===== src/rtl/jtframe_led_arb.sv =====
// jtframe_led_arb: fixed-priority arbiter and frame-timed blink sequencer
// for the board status LED.
//
// Ports:
//   rst     in   async active-high reset
//   clk     in   clock, rising edge
//   LVBL    in   vertical blank, active low; falling edge = new frame
//   en      in   LED enable (0 forces the LED dark, arbitration continues)
//   req     in   [3:0] requests, req[3] highest priority
//   mode    in   [7:0] pattern per requester, mode[2i+1:2i]
//   led     out  registered LED pin (lit ^ POL)
//   gnt     out  [1:0] current grant index, valid with gnt_vld
//   gnt_vld out  grant active (ACTIVE or HOLD)
module jtframe_led_arb #(
   parameter logic POL     = 1'b0,
   parameter int   MINHOLD = 15
) (
   input  logic       rst,
   input  logic       clk,
   input  logic       LVBL,
   input  logic       en,
   input  logic [3:0] req,
   input  logic [7:0] mode,
   output logic       led,
   output logic [1:0] gnt,
   output logic       gnt_vld
);

   localparam logic [1:0] IDLE   = 2'd0;
   localparam logic [1:0] ACTIVE = 2'd1;
   localparam logic [1:0] HOLD   = 2'd2;

   localparam logic [7:0] HOLD_INIT = 8'(MINHOLD);

   logic [1:0] st, st_nx;
   logic [1:0] gnt_nx;
   logic [7:0] hcnt;
   logic [4:0] pcnt;
   logic       lvbl_l;
   logic       fstb;
   logic       load;
   logic       any;
   logic [1:0] top;
   logic [1:0] msel;
   logic       pat;
   logic       lit;

   assign any     = |req;
   assign gnt_vld = st != IDLE;

   always_comb begin
      top = 2'd0;
      priority case (1'b1)
         req[3]:  top = 2'd3;
         req[2]:  top = 2'd2;
         req[1]:  top = 2'd1;
         default: top = 2'd0;
      endcase
   end

   // A new grant (load) reloads hcnt and restarts the pattern.
   // Returning from HOLD to ACTIVE keeps both counters running.
   always_comb begin
      st_nx  = st;
      gnt_nx = gnt;
      load   = 1'b0;
      if (any && (st == IDLE || top > gnt)) begin
         load   = 1'b1;
         gnt_nx = top;
         st_nx  = ACTIVE;
      end else begin
         case (st)
            ACTIVE: begin
               if (!req[gnt]) begin
                  if (hcnt != 8'd0) begin
                     st_nx = HOLD;
                  end else if (any) begin
                     load   = 1'b1;
                     gnt_nx = top;
                     st_nx  = ACTIVE;
                  end else begin
                     st_nx = IDLE;
                  end
               end
            end
            HOLD: begin
               if (req[gnt]) begin
                  st_nx = ACTIVE;
               end else if (hcnt == 8'd0) begin
                  if (any) begin
                     load   = 1'b1;
                     gnt_nx = top;
                     st_nx  = ACTIVE;
                  end else begin
                     st_nx = IDLE;
                  end
               end
            end
            default: st_nx = IDLE;
         endcase
      end
   end

   assign msel = mode[{gnt, 1'b0} +: 2];

   always_comb begin
      pat = 1'b1;
      case (msel)
         2'd0: pat = 1'b1;
         2'd1: pat = ~pcnt[4];
         2'd2: pat = ~pcnt[2];
         2'd3: pat = pcnt[4:1] == 4'd0;
         default: pat = 1'b1;
      endcase
   end

   assign lit = gnt_vld & en & pat;

   always_ff @(posedge clk or posedge rst) begin
      if (rst) begin
         lvbl_l <= 1'b1;
         fstb   <= 1'b0;
      end else begin
         lvbl_l <= LVBL;
         fstb   <= ~LVBL & lvbl_l;
      end
   end

   always_ff @(posedge clk or posedge rst) begin
      if (rst) begin
         st   <= IDLE;
         gnt  <= 2'd0;
         hcnt <= 8'd0;
         pcnt <= 5'd0;
         led  <= POL;
      end else begin
         st  <= st_nx;
         gnt <= gnt_nx;
         led <= lit ^ POL;
         // A grant landing on a frame strobe wins: no decrement.
         if (load) begin
            hcnt <= HOLD_INIT;
            pcnt <= 5'd0;
         end else if (fstb) begin
            if (hcnt != 8'd0) hcnt <= hcnt - 8'd1;
            pcnt <= pcnt + 5'd1;
         end
      end
   end

endmodule


===== config.mk =====
export PLATFORM = sky130hd
export DESIGN_NAME = jtframe_led_arb
export DESIGN_NICKNAME = d
export VERILOG_FILES = /design/src/rtl/jtframe_led_arb.sv
export SDC_FILE = /design/constraint.sdc
export NUM_CORES = 1
export LEC_CHECK = 0
export BUFFER_PORTS_ARGS = -buffer_cell sky130_fd_sc_hd__buf_2
export CORE_MARGIN = 2
export CORE_UTILIZATION = 55
export CTS_CLUSTER_DIAMETER = 150
export DETAILED_ROUTE_END_ITERATION = 10
export GPL_ROUTABILITY_DRIVEN = 0
export PLACE_DENSITY = 0.84
export SLEW_MARGIN = 10
export SYNTH_ARGS = -nofsm -noshare
export SYNTH_HDL_FRONTEND = slang
export SYNTH_SLANG_ARGS = --single-unit

===== constraint.sdc =====
create_clock -name clk -period 2.6 [get_ports clk]
set_input_delay 0 -clock clk [delete_from_list [all_inputs] [get_ports clk]]
set_output_delay 0 -clock clk [all_outputs]
set_load 0.01 [all_outputs]

==> impl_metrics.yaml <==
outcome:
  outcome: "complete, no violations"
finish:
  stdcell_count: 177
  fin_nets: 174
  final-seq-area_um2: 502
  final_area_um2: 1480
  layout_common_cells: "dfrtp_1 (19), buf_2 (19), inv_1 (10), nor3_1 (9), ha_1 (8)"
  n_antenna_cell: 0
  multi_input_area_um2: 709
  post-route-util_pct: 67.3
  fillerInstances: 177
  final_layout_size_suffix_gt1_share_pct: 28.2
  area.growth.synth_to_final_pct: 15.9
synth:
  ys_types: 41
  seq_area_frac_synth_pct: 39.4
  async_flop_share_pct: 100
  syn_inst: 123
  synth_flop_cell: "dfrtp_1"
  synth_edf_count: 0
  synthTopCellsByArea: "dfrtp_1 (37%), ha_1 (7.9%), xor2_1 (4.8%)"
  syn-cell-area_um2: 1270
  mappedNetlistNets: 147
  synth-seq-cells: 20
  yosysTopAreaCell: "dfrtp_1"
  synth_area_per_cell_um2: 10.3
  yosysWarnings: 0
  netlist.area_leader.share_pct: 37.4
global_route:
  grt_pass1_vias: 1056
  grtUsageTotal_pct: 22.1
  overflow: 0
  grt_max_degree: 21
  grt_pass1_wl_um: 4440
  antenna_found_initial: 0
drt:
  wl_um: 2630
  wire_per_inst_um: 14.8
  antenna_left: 0
  viasPerCell: 5.75
  vias: 1018
  first_iter_violations: 11
  drc_errors: 0
  drt_pass1_iterations: 4
timing:
  timing.final.crit_share_pct: 93.5
  relSlewSlack_pct: 51.8
  setup-tns-final_ps: 0
  whs_ps: 40.2
  finalCriticalPeriod_ps: 2430
  fmax_mhz: 411
  finalSetupViolCount: 0
  rsz0062_at_grt: "no"
  skew_ps: 2.42
  maxSlewViolCount: 0
  hold_viol: 0
  tightest_slew_ps: 722
critical_path:
  worstSetupEndpointType: "flip-flop"
  cp-start-kind: "flip-flop"
  crit_slowest_cell: "mux4_2"
  path_delay_family: "simple AND/OR/NAND/NOR gates"
  cp_cell_sequence: "mux4_2 > or4_4 > nor3b_4 > or3_2"
  r2r_end: "hcnt[3]"
  max_stage_delay_ps: 610
  reg2reg_from: "gnt[0]"
  required_ps: 2850
  crit_path_start: "gnt[0]"
  crit_arrival_ps: 2680
  r2r_cells: 4
  cp_max_fo: 13
  crit_type: "reg2reg"
  r2r_setup_slack_ps: 170
  crit_buf_inv: 0
floorplan:
  die_area_um2: 2710
  start_util_pct: 58.1
  coreArea_um2: 2190
  rows: 17
  dieHeight_um: 52.1
  die_x_um: 52.1
  io_pins: 20
clocking:
  cts_setup_buffers: 0
  clock-sinks: 20
  cts-resized-gates: 0
  cts_root_buffer: "clkbuf_4"
  h-tree-depth: 1
  clock_path_buffers: 2
  cts_buffers: 3
  clk_pin_slew_worst_paths_ps: 110
  cts_tree: "done"
  clock_latency_ps: 300
hold_path:
  holdPathStages: 3
  holdPathEnd: "gnt[0]"
  min_path_type: "in2reg"
  min_from: "req[3]"
power:
  p_leak_nw: 0.671
  irDropWorstVdd_v: 0.000501
  power_density_nw_per_um2: 764
placed_design:
  dpl.hpwl_um: 1940
  port_buffers: 19
  place_area_um2: 1410
  dp.cells: 170
run:
  drv_cap: 0
-- kinds of logic (layout without fill, tap and decap cells) --
family | count (synthesis) | after routing | share of synthesized area (%)
buf+inv | 14 | 40 | 4.82
flops | 20 | 20 | 39.4
fa+ha+maj | 8 | 8 | 7.87
mux | 5 | 5 | 7.47
simple gates | 47 | 47 | 23.1
compound gates | 18 | 18 | 9.73
xor+xnor | 11 | 11 | 7.57
-- final cells by class --
type,instances,area share (%)
tap,28,2.37
clock buffer,4,2.46
timing repair buffer,26,10.5
sequential,20,34.0
multi-input combinational,89,48.1
inverter,10,2.54
-- routing by layer --
metal	GRT usage [%]	share of wire, %	vias to the layer above
li1	-	-	502
met1	27.0	44	480
met2	38.2	50	28
met3	3.74	4.5	8
met4	9.21	2.0	0
met5	0	0	-
-- synth_stat cells, drive strengths merged (2+ instances only) --
library cell   n
nor2           5
dfrtp         19
nand3          3
o211ai         2
ha             8
or3            4
nor2b          3
nor4           2
o21ai          4
mux4           3
or4            3
or3b           2
nand2          5
xnor2          4
nand4          4
nor3           9
mux2i          2
a21oi          4
xor2           7
inv           10
a31oi          2
nor3b          2
buf            2
clkbuf         2
-- worst reg2reg max path, stage by stage, from the launching register on --
cell,delay (ps)
dfrtp_1,500
mux4_2,610
or4_4,580
nor3b_4,470
or3_2,220
-- per-stage QoR --
stage / setup WS (ps) / total power, mW
floorplan: 412 / 0.793
global placement: 260 / 0.914
detailed placement: 203 / 0.941
CTS: 165 / 1.13
global route: 57.5 / 1.21
finish: 170 / 1.13
-- where the power goes --
group	total [mW]	internal [mW]	switching, mW
Sequential	0.432	0.370	0.0623
Combinational	0.513	0.239	0.274
Clock	0.182	0.0854	0.0965
Total	1.13	0.694	0.432
-- registers in the layout, summed over array words and instances, names as in the netlist --
register and count:
st 2, fstb 1, hcnt 8, led 1, lvbl_l 1, gnt 2, pcnt 5
-- what timing repair did --
action | CTS | global route
setup endpoints to repair | 0 | 0
hold endpoints to repair | 22 | 0
hold buffers | 3 | 0
-- how the worst max path moves through the flow --
stage	end	slack, ps	cells after the start
5_1_grt	hcnt[1]	60	6
6_report	hcnt[3]	170	4
2_1_floorplan	hcnt[1]	410	6
3_3_place_gp	hcnt[1]	260	4
4_1_cts	hcnt[3]	170	4
3_5_place_dp	hcnt[1]	200	4
Note: power is estimated with default switching activity, not from simulation.
